### config.mk
export PLATFORM = sky130hd
export DESIGN_NAME = escalar_seq
export DESIGN_NICKNAME = d
export VERILOG_FILES = /design/src/rtl/escalar_seq.sv
export SDC_FILE = /design/constraint.sdc
export NUM_CORES = 1
export LEC_CHECK = 0
export ABC_AREA = 1
export ABC_CLOCK_PERIOD_IN_PS = 4600
export CORE_ASPECT_RATIO = 0.6
export CORE_MARGIN = 3
export CORE_UTILIZATION = 54
export DETAILED_ROUTE_END_ITERATION = 12
export PLACE_DENSITY = 0.84
export SYNTH_ARGS = -nofsm -noshare
export SYNTH_HDL_FRONTEND = slang
export SYNTH_SLANG_ARGS = --single-unit
export TNS_END_PERCENT = 30
### constraint.sdc
create_clock -name clk -period 4.6 [get_ports clk]
set_input_delay 0.92 -clock clk [delete_from_list [all_inputs] [get_ports clk]]
set_output_delay 0.92 -clock clk [all_outputs]
set_load 0.05 [all_outputs]
### src/rtl/escalar_seq.sv
// escalar_seq: DIM x DIM signed matrix times signed scalar, one element per
// RD/MUL/WR pass through a single 8x8 multiplier. Define ESCALAR_SAT_EN to saturate.
module escalar_seq #(
  parameter int DIM    = 5,
  parameter int ADDR_W = 5
) (
  input  logic              clk,
  input  logic              rst_n,
  input  logic              start,
  input  logic [7:0]        escalar,
  input  logic [ADDR_W-1:0] src_base,
  input  logic [ADDR_W-1:0] dst_base,
  output logic              mem_rd,
  output logic              mem_wr,
  output logic [ADDR_W-1:0] mem_addr,
  input  logic [7:0]        mem_rdata,
  output logic [7:0]        mem_wdata,
  output logic              busy,
  output logic              done,
  output logic              overflow
);

  localparam int E     = DIM * DIM;
  localparam int IDX_W = (E > 1) ? $clog2(E) : 1;
  localparam logic [IDX_W-1:0] LAST = IDX_W'(E - 1);

  typedef enum logic [2:0] {
    IDLE,
    RD,
    MUL,
    WR,
    FIN
  } state_t;

  state_t              state;
  logic [IDX_W-1:0]    idx;
  logic [IDX_W-1:0]    idx_nxt;
  logic [7:0]          esc_q;
  logic [ADDR_W-1:0]   src_q;
  logic [ADDR_W-1:0]   dst_q;
  logic signed [15:0]  prod;
  logic                elem_ovf;
  logic [7:0]          res;

  assign idx_nxt = idx + IDX_W'(1);

  // element product, 8-bit fit check and the byte to write back
  always_comb begin
    prod     = $signed(mem_rdata) * $signed(esc_q);
    elem_ovf = ~((&prod[15:7]) | ~(|prod[15:7]));
`ifdef ESCALAR_SAT_EN
    if (elem_ovf)
      res = (prod > 16'sd0) ? 8'h7F : 8'h80;
    else
      res = prod[7:0];
`else
    res = prod[7:0];
`endif
  end

  // sequencer: state, index, captured operands and registered memory strobes
  always_ff @(posedge clk) begin
    if (!rst_n) begin
      state     <= IDLE;
      idx       <= '0;
      esc_q     <= '0;
      src_q     <= '0;
      dst_q     <= '0;
      mem_rd    <= 1'b0;
      mem_wr    <= 1'b0;
      mem_addr  <= '0;
      mem_wdata <= '0;
      busy      <= 1'b0;
      done      <= 1'b0;
      overflow  <= 1'b0;
    end else begin
      unique case (state)
        IDLE: begin
          if (start) begin
            esc_q    <= escalar;
            src_q    <= src_base;
            dst_q    <= dst_base;
            idx      <= '0;
            overflow <= 1'b0;
            busy     <= 1'b1;
            mem_rd   <= 1'b1;
            mem_addr <= src_base;
            state    <= RD;
          end
        end
        RD: begin
          mem_rd   <= 1'b0;
          mem_addr <= '0;
          state    <= MUL;
        end
        MUL: begin
          overflow  <= overflow | elem_ovf;
          mem_wr    <= 1'b1;
          mem_addr  <= dst_q + ADDR_W'(idx);
          mem_wdata <= res;
          state     <= WR;
        end
        WR: begin
          mem_wr    <= 1'b0;
          mem_wdata <= '0;
          if (idx == LAST) begin
            mem_addr <= '0;
            busy     <= 1'b0;
            done     <= 1'b1;
            state    <= FIN;
          end else begin
            idx      <= idx_nxt;
            mem_rd   <= 1'b1;
            mem_addr <= src_q + ADDR_W'(idx_nxt);
            state    <= RD;
          end
        end
        FIN: begin
          done  <= 1'b0;
          state <= IDLE;
        end
        default: state <= IDLE;
      endcase
    end
  end

endmodule

# [Word level (Yosys, flattened, before mapping)]
# Index checks and enable logic that the tools add are counted.
[op_classes] add_sub_neg=3 n_mul=1 div_mod_pow=0 magnitude_cmp=0 eq_ne=8 n_shift=0 n_mux=20 bitwise=4 reduce_logical=16
[ops] operator="two-way mux 5 bit" n=4
[ops] operator="case mux 5 bit (4 select lines)" n=1
[ops] operator="multiplier 8 x 8 -> 16 bit" n=1
[ops] operator="case mux 8 bit (2 select lines)" n=1
[ops] operator="case mux 3 bit (4 select lines)" n=1
[ops] operator="adder 5 bit" n=2
[ops] operator="case mux 5 bit (2 select lines)" n=1
[ops] operator="AND reduction 3 bit" n=3
[ops] operator="AND reduction 9 bit" n=1
[ops] operator="OR reduction 9 bit" n=1
[ops] operator="case mux 1 bit (2 select lines)" n=4
[ops] operator="AND reduction 2 bit" n=4
[ops] operator="nonzero test 2 bit" n=4
[ops] operator="equality test 3 x 2 -> 1 bit, second input constant" n=2
[ops] operator="two-way mux 3 bit" n=2
[ops] operator="inequality test 2 bit, second input constant" n=3
[ops] operator="adder 5 x 1 -> 5 bit, second input constant" n=1
[ops] operator="equality test 5 bit, second input constant" n=1
[ops] operator="two-way mux 1 bit" n=5
[ops] operator="nonzero test 4 bit" n=1
[ops] operator="equality test 3 x 1 -> 1 bit, second input constant" n=1
[ops] operator="equality test 3 bit, second input constant" n=1
[ops] operator="zero test 3 bit" n=1
[ops] operator="case mux 1 bit (3 select lines)" n=1
[ops] operator="3 further kinds" n=5
[word_totals] regBits=44 latch_bits=0 mem_bits_rw=0 mem_bits_ro=0 inputBits=29 wordCells=64 n_memories=0

# [Longest topological paths before layout]
# Gate-level depths: netlist of the first run.
[depth] word_depth=7 depth_mapped=25 depth_no_buf=24

# [Least setup slack after synthesis of the first run]
# OpenSTA, ideal clock, no wires.
[synth_path] kind="input -> register" startpoint="in mem_rdata[7]" endpoint="reg overflow" setup_ns=0.122 arrival_ns=4.777 path_slack_ns=-0.299 cell_stages=21 path_buffers=1 path_cell_list="clkbuf_1 > nand2_1 > fa_1 > inv_1 > fa_1 > inv_1 > fa_1 > fa_1 > inv_1 > ha_1 > nand2_1 > nor2_1 > nand3_1 > nand3_1 > nand2_1 > nand2_1 > nand2_1 > nor2_1 > nand3_1 > nand2_1 > a21oi_1"
[synth_via] elab_chain_len=7 word_cells_on_any_way=8
[synth_rtl] element="from (decl)" line_no="16" text="input logic [7:0] mem_rdata,"
[synth_rtl] element="multiplier 8 x 8 -> 16 bit *" line_no="49" text="prod = $signed(mem_rdata) * $signed(esc_q);"
[synth_rtl] element="OR reduction 9 bit" line_no="50" text="elem_ovf = ~((&prod[15:7]) | ~(|prod[15:7]));"
[synth_rtl] element="inverter 1 bit" line_no="50"
[synth_rtl] element="OR 1 bit *" line_no="50"
[synth_rtl] element="inverter 1 bit *" line_no="50"
[synth_rtl] element="OR 1 bit *" line_no="97" text="overflow <= overflow | elem_ovf;"
[synth_rtl] element="case mux 1 bit (2 select lines) *" line_no="77" text="unique case (state)"
[synth_rtl] element="to (signal assigned)" line_no="97"
[synth_rtl] element="to (decl)" line_no="20" text="output logic overflow"
# Mark *: on every way between the ends. The rest lies on a longest branch, timed or not.
# A chain may end at the register's enable or synchronous reset.

# [Worst setup path in the final report of the first run]
[layout_path] startpoint="in mem_rdata[1]" endpoint="reg overflow"
# Same word-level chain as after synthesis.

==> results by group, run 1 <==
Final layout
  • Layout cell share with drive strength beyond 1: 0.2243
  • Diode count: 0
  • Finished Layout Cells: 870
  • NumNets Final: between 800 and 900
  • Post-route cell area: about 6300 um^2
  • Syn-to-layout area delta: 27.45%

Power and ir drop
  • Lkg Pwr: 3.128 nW
  • Sw Share: 0.4534
  • Int Power: 1.508 mW
  • Total power: about 2.8 mW
  • Cell Pwr Density: approximately 440 nW/um^2
  • Combinational power share: 0.668
  • Peak supply drop: between 150 and 200 uV
  • Net Sw Power: between 1 and 1.5 mW
  • Clock network fraction of total power: 0.167
  • Sequential share of power: 0.165

Die
  • CORE AREA: just under 9000 um^2
  • Die width: ~130 um
  • Die Area: 10370 um^2
  • # rows: 26
  • Initial Util: 0.5689
  • Die Span Y: 80.10 um
  • Num ports: between 40 and 50

Timing
  • Slew Limit Fails: 0
  • Setup TNS: 0 ns
  • Final period util: 0.9715
  • RSZ-0062 raised after global routing: yes
  • Fin crit period: approximately 4.5 ns
  • Relative slew slack: 0.6328
  • # setup viols final: 0
  • Hold Slack: around 0.47 ns
  • Worst Clk Skew: about 0.0066 ns
  • Max frequency: ~0.22 GHz
  • Final hold vios: 0
  • Worst slew pin tran: 0.5491 ns

Logic synthesis
  • Syn Inst Count: 691
  • Syn. warnings: 0
  • Synth area leader: fa_1
  • Avg Cell Area, Syn: approximately 7.2 um^2
  • Sequential-to-total area share from yosys stat: 0.1783
  • FF+latch count, synth: between 40 and 50
  • Share of the synthesized area in the top cell type: 0.2309
  • Largest cells by area after synthesis: fa_1 (23%), dfxtp_1 (18%), nand2_1 (14%)
  • Distinct cells, synth: 39
  • Syn Nets: 816
  • Post-Syn Area: 4941 um^2

Global route
  • Initial antenna violation count: 0
  • Most Crowded Layer GR: met2
  • Largest net degree at the start of global routing: 25
  • Met2 Use GR: 0.4039
  • First-pass GRT wire length: around 22 mm
  • Total Routing Usage GR: 0.2693
  • M3 GR Usage: 0.06047
  • Vias in the first global route: approximately 4600
  • Met1 Track Usage GR: 0.3998
  • Grt ovf: 0

Route
  • DR vias/cell: roughly 5.3
  • Wire length per cell: ~15 um
  • Post-DRT Antenna Nets: 0
  • Vias: 4641
  • DR iter-0 viols: approximately 420
  • Final WL: around 13 mm
  • DR pass1 iterations: 5
  • Post-route DRC: 0

Setup path
  • Max FO, Critical Path: 5
  • Crit path launch: mem_rdata[1]
  • Critical-path top delay cell: fa_1
  • FF-to-FF End: overflow
  • Crit. End Element: register
  • CP Buf/Inv Count: 2
  • Worst R2R Start: esc_q[7]
  • Worst EP arrival: 4.64 ns
  • Worst Path Class, Setup: in2reg
  • Crit-path max cell delay: approximately 0.6 ns
  • R2R setup slack: 0.33 ns
  • CP cell instances: buf_6 -> or2_4 -> fa_1 -> fa_1 -> fa_1 -> fa_1 -> inv_2 -> ha_4 -> nand2_4 -> nor2_2 -> nand3_4 -> nand3_2 -> nand2_1 -> nand2_1 -> nand2_1 -> nor2_1 -> nand3_1 -> nand2_1 -> a21oi_2
  • Critical path's top delay family: adder cells
  • Reg2reg path depth: 19
  • Worst setup SP type: primary input
  • Worst EP required: 4.77 ns

Clock tree
  • Worst-skew pair later-pin latency: about 0.29 ns
  • CTS sink cnt: 44
  • Hold_buf cts: 0
  • Num CTS Buffers: 5
  • Worst-path clk slew: ~0.06 ns
  • Clock Tree Root: clkbuf_16
  • CTS tree: yes
  • Max clock buf depth: 2
  • H-Tree Depth: 2

Min path
  • Worst hold path type: reg2reg
  • HP Start: mem_wdata[4]
  • Hold path depth: 2
  • Hold path endpoint: mem_wdata[4]

Flow run
  • Total of max-cap violations: 0

Placed design
  • RePlAce Congestion: between 0.9 and 1
  • Cell total after placement: ~860
  • Port bufs: between 40 and 50
  • Placed inst area: ~5800 um^2
  • Post-DP HPWL: roughly 11 mm

Status
  • Status: completed
metrics by stage:
stage | utilization | setup WS [ns]
finish | 0.7250 | 0.1312
global route | 0.7250 | -0.04366
CTS | 0.7027 | 0.0004392
detailed placement | 0.6651 | -0.7880
global placement | 0.6651 | -0.7096
floorplan | - | 0.002403
worst max-delay path by stage:
stage | to | slack (ns) | depth (start not counted)
final | overflow | 0.13 | 19
after floorplan | overflow | 0.002 | 19
after detailed placement | overflow | -0.79 | 21
after global routing | overflow | -0.04 | 21
after CTS | overflow | 0.0004 | 19
after global placement | overflow | -0.71 | 21
power groups by stage:
stage	Combinational (mW)	Sequential (mW)	Clock, mW
after floorplan	1.01	0.496	0
after global placement	1.49	0.457	0
after detailed placement	1.53	0.459	0
after CTS	1.67	0.452	0.464
after global routing	2.04	0.458	0.477
final	1.84	0.454	0.462
cell usage after synthesis:
master and number:
nand2_1 179, inv_1 142, nor2_1 64, fa_1 57, dfxtp_1 44, ha_1 39
a21oi_1 27, o21ai_0 27, nand3_1 22, clkbuf_1 18, or2_2 9, xor2_1 9
inv_2 6, nand4_1 5, a211oi_1 4, nand3b_1 4, nor2_2 4, xnor2_1 4
a21oi_2 3, nand2_2 3, buf_6 2, o211ai_1 2, a221oi_1 1, a22oi_1 1
a31oi_1 1, buf_2 1, buf_4 1, clkinv_1 1, inv_4 1, nand2_4 1
nor2_4 1, nor2_8 1, nor3_1 1, o211ai_2 1, o21a_1 1, o21ai_1 1
o21bai_1 1, o221ai_2 1, or2_0 1
state kept, by name, summed over array words and instances, names as in the netlist, 3 cells and up:
register / cells
state: 3
mem_addr: 5
src_q: 5
mem_wdata: 8
esc_q: 8
dst_q: 5
idx: 5
per-layer routing:
metal / share of wire / routed length (um)
met5: 0 / 0
met4: 0.014 / 187
met3: 0.088 / 1170
met2: 0.44 / 5864
met1: 0.46 / 6144
layout by cell type (no fill, tap or decap), types with 5 or more instances in the layout:
cell / count
nand2_1: 149
inv_1: 122
nor2_1: 55
fa_1: 48
dfxtp_1: 44
clkdlybuf4s50_1: 38
buf_4: 32
ha_1: 29
o21ai_0: 27
inv_2: 26
nand2_2: 23
a21oi_1: 23
nand3_1: 17
nand2_4: 11
nor2_2: 11
xor2_1: 9
fa_2: 9
ha_4: 9
buf_6: 8
or2_4: 6
nand4_1: 5
clkbuf_16: 5
worst reg2reg max path, delay by kind of cell (launching register included):
| kind | cells | cell delay (ns) |
|---|---|---|
| adders and majority gates | 5 | 2.46 |
| DFF | 1 | 0.30 |
| AOI/OAI and AO/OA | 1 | 0.05 |
| buffers and inverters | 2 | 0.20 |
| and+or+nand+nor | 11 | 1.17 |
cell families (layout without fill, tap and decap cells):
family,count (synthesis),in the layout,share of synthesized area
AO/OA/AOI/OAI,71,71,0.08331
XOR/XNOR,13,13,0.02304
flip-flops,44,44,0.1783
AND/OR/NAND/NOR,295,295,0.2504
adder cells (fa/ha/maj),96,96,0.3297
buffers and inverters,172,239,0.1352
final cells by class:
type	instances	area, um^2
clock inverters	2	60.06
multi-input cells	475	3780
well taps	112	140.1
repair buffers	82	745.7
fillers	640	2389
clock buffers	5	125.1
inverters	150	565.5
flip-flops and latches	44	880.8
timing repair:
| action | CTS | global route |
|---|---|---|
| pin swaps | 39 | 56 |
| gates resized for setup | 64 | 81 |
| endpoints found under the setup margin | 2 | 2 |
| buffers inserted | 2 | 2 |
Power figures use the tool's default switching activity.
==> run 2: changes to the inputs <==
--- a/config.mk
+++ b/config.mk
@@ -11,7 +11,7 @@
 export CORE_MARGIN = 3
 export CORE_UTILIZATION = 54
 export DETAILED_ROUTE_END_ITERATION = 12
-export PLACE_DENSITY = 0.84
+export PLACE_DENSITY = 0.79
 export SYNTH_ARGS = -nofsm -noshare
 export SYNTH_HDL_FRONTEND = slang
 export SYNTH_SLANG_ARGS = --single-unit
==> run 2 against run 1 <==
  * Fmax shrank 0.18%
  * Critical path depth grew 2
  * Hold slack lost 0.010 ns
  * Highest routed layer unchanged
  * Core utilization grew 0.50 points
  * Count of clock-buffer cells in the layout grew 1
  * Final cell count grew 0.92%
  * Critical path type unchanged
  * Non-clock buffer count grew 7
  * Global-route usage is essentially flat
  * Sequential power is essentially flat
  * Total power shrank 0.73%
==> results by group, run 2 (same netlist as run 1, synthesis figures left out) <==
Status
  • Status: completed

Global route
  • Initial antenna violation count: 0 (unchanged)
  • Largest net degree at the start of global routing: 25 (unchanged)
  • First-pass GRT wire length: 22.08 mm (+0.44%)
  • Vias in the first global route: 4698 (+2.8%)
  • Grt ovf: 0 (unchanged)
  • Total Routing Usage GR: 0.2695 (about the same)

Timing
  • Worst Clk Skew: 0.01050 ns (+0.003907 ns)
  • # setup viols final: 0 (unchanged)
  • RSZ-0062 raised after global routing: yes
  • Final hold vios: 0 (unchanged)
  • Hold Slack: 0.4610 ns (-0.01007 ns)
  • Setup TNS: 0 ns (unchanged)
  • Slew Limit Fails: 0 (unchanged)
  • Relative slew slack: 0.6388 (+0.006012)
  • Final period util: 0.9732 (+0.001735)
  • Max frequency: 0.2234 GHz (-0.18%)
  • Fin crit period: 4.477 ns (+0.007981 ns)
  • Worst slew pin tran: 0.5401 ns (-0.008991 ns)

Final layout
  • Diode count: 0 (unchanged)
  • Area taken by multi-input logic gates: 3790 um^2 (+0.26%)
  • Util after Layout: 0.7300 (+0.005042)
  • Commonest non-fill, non-tap cells in the layout: nand2_1 (145), inv_1 (129), nor2_1 (55)
  • Commonest non-fill, non-tap cell in the layout: nand2_1
  • Syn-to-layout area delta: 28.34%
  • Layout cell share with drive strength beyond 1: 0.2272 (+0.002880)
  • NumNets Final: 890 (+0.79%)
  • Register area: 880.8 um^2 (unchanged)
  • Biggest registers after layout: esc_q (8), mem_wdata (8)
  • Fillcell total: 659 (+3.0%)
  • Finished Layout Cells: 878 (+0.92%)
  • Post-route cell area: 6341 um^2 (+0.70%)

Placed design
  • RePlAce Congestion: 0.9415 (+2.7%)
  • Post-DP HPWL: 10.28 mm (-3.1%)
  • Port bufs: 46 (unchanged)
  • Placed inst area: 5792 um^2 (+0.26%)
  • Cell total after placement: 861 (+0.23%)

Clock tree
  • Num CTS Buffers: 5 (unchanged)
  • Worst-path clk slew: 0.07 ns (about the same)
  • CTS sink cnt: 44 (unchanged)
  • CTS tree: yes
  • Max clock buf depth: 2 (unchanged)
  • Clock Tree Root: clkbuf_16
  • Worst-skew pair later-pin latency: 0.29 ns (about the same)
  • H-Tree Depth: 2 (unchanged)

Setup path
  • Critical-path top delay cell: fa_1
  • Worst EP arrival: 4.65 ns (about the same)
  • Crit. End Element: register
  • CP Buf/Inv Count: 3 (+1)
  • Reg2reg path depth: 21 (+2)
  • FF-to-FF End: overflow
  • CP cell instances: buf_2 -> or2_4 -> fa_1 -> fa_1 -> fa_1 -> fa_1 -> inv_2 -> ha_4 -> nand2_4 -> inv_2 -> nand2_2 -> nand2_2 -> nand2_2 -> nand3_2 -> nand2_1 -> nand2_1 -> nand2_1 -> nor2_1 -> nand3_1 -> nand2_1 -> a21oi_2
  • Worst EP required: 4.78 ns (about the same)
  • Max FO, Critical Path: 5 (unchanged)
  • Crit-path max cell delay: 0.58 ns (-0.02 ns)
  • Worst setup SP type: primary input
  • Worst Path Class, Setup: in2reg
  • R2R setup slack: 0.30 ns (-0.03 ns)
  • Critical path's top delay family: adder cells
  • Worst R2R Start: esc_q[1]

Die
  • # rows: 26 (unchanged)
  • Num ports: 47 (unchanged)
  • CORE AREA: 8686 um^2 (unchanged)
  • Die Span Y: 80.10 um (unchanged)
  • Die Area: 10370 um^2 (unchanged)
  • Initial Util: 0.5689 (unchanged)
  • Die width: 129.5 um (unchanged)

Route
  • Final WL: 13.45 mm (+0.65%)
  • DR pass1 iterations: 5 (unchanged)
  • DR vias/cell: 5.261 (-1.4%)
  • DR iter-0 viols: 428 (+1.7%)
  • Wire length per cell: 15.32 um (-0.27%)
  • Post-DRT Antenna Nets: 0 (unchanged)
  • Vias: 4619 (-0.47%)
  • Post-route DRC: 0 (unchanged)

Power and ir drop
  • Sequential share of power: 0.167 (+0.002)
  • Sw Share: 0.4583 (+0.004906)
  • Lkg Pwr: 3.158 nW (+0.95%)
  • Cell Pwr Density: 432.0 nW/um^2 (-1.4%)
  • Combinational power share: 0.682 (+0.014)
  • Int Power: 1.484 mW (-1.6%)
  • Clock network fraction of total power: 0.151 (-0.016)
  • Peak supply drop: 246.0 uV (+36%)
  • Net Sw Power: 1.255 mW (+0.35%)

Flow run
  • Total of max-cap violations: 0 (unchanged)

Min path
  • Hold path depth: 2 (unchanged)
  • HP Start: mem_wdata[6]
  • Worst hold path type: reg2reg
  • Hold path endpoint: mem_wdata[6]
## run 2: changes by cell type in the layout (fill, tap and decap cells not counted), sizes merged
cell,delta
clkinv,+1
clkbuf,+2
bufinv,-1
buf,+6
## run 2: power by group through the flow
stage	Combinational, mW	Clock [mW]	Sequential (mW)
3_3_place_gp	1.50	0	0.459
2_1_floorplan	1.01	0	0.496
6_report	1.87	0.414	0.457
3_5_place_dp	1.54	0	0.461
4_1_cts	1.73	0.415	0.454
5_1_grt	2.06	0.432	0.461
## run 2: layout make-up
cell class,instances,share of cell area
multi-input combinational,475,0.5977
sequential,44,0.1389
timing repair buffer,89,0.1259
inverter,150,0.08958
tap,112,0.02210
clock buffer,6,0.02032
clock inverter,2,0.005525
## run 2: worst register-to-register path: stages (launching register included)
cell and delay (ns):
dfxtp_1 0.56, nand2_1 0.12, fa_1 0.50, inv_1 0.07, fa_1 0.50, inv_1 0.06
fa_1 0.52, fa_1 0.54, inv_2 0.06, ha_4 0.29, nand2_1 0.08, nand2_2 0.08
inv_2 0.05, nand2_2 0.06, nand2_1 0.05, nand2_1 0.05, inv_1 0.05, or2_0 0.21
nor2_1 0.11, nand3_1 0.08, nand2_1 0.09, a21oi_2 0.05
## run 2: per-layer routing
metal  routed length (um)  part of all wire  global-route usage
met1                 6076              0.45              0.3895
met2                 5888              0.44              0.4086
met3                 1311             0.097             0.06711
met5                    0                 0                   0
met4                  178             0.013             0.06120
## run 2: per-stage QoR
stage	worst slack [ns]	total power, mW
floorplan	0.002403	1.510
global placement	-0.6915	1.962
detailed placement	-0.8655	2.001
CTS	0.003733	2.599
global route	-0.05131	2.951
finish	0.1232	2.739
## run 2: worst max-delay path by stage
stage / cells after the start / from / end
after floorplan: 19 / mem_rdata[5] / overflow
after global placement: 21 / mem_rdata[7] / overflow
after detailed placement: 21 / mem_rdata[7] / overflow
after CTS: 22 / mem_rdata[5] / overflow
after global routing: 23 / mem_rdata[7] / overflow
final: 21 / mem_rdata[1] / overflow
## run 2: timing repair
| item | CTS | global route |
|---|---|---|
| hold buffers | 0 | 0 |
| endpoints found under the setup margin | 2 | 2 |
| setup buffers | 6 | 3 |
| resized for setup | 61 | 83 |
| pin swaps | 41 | 66 |
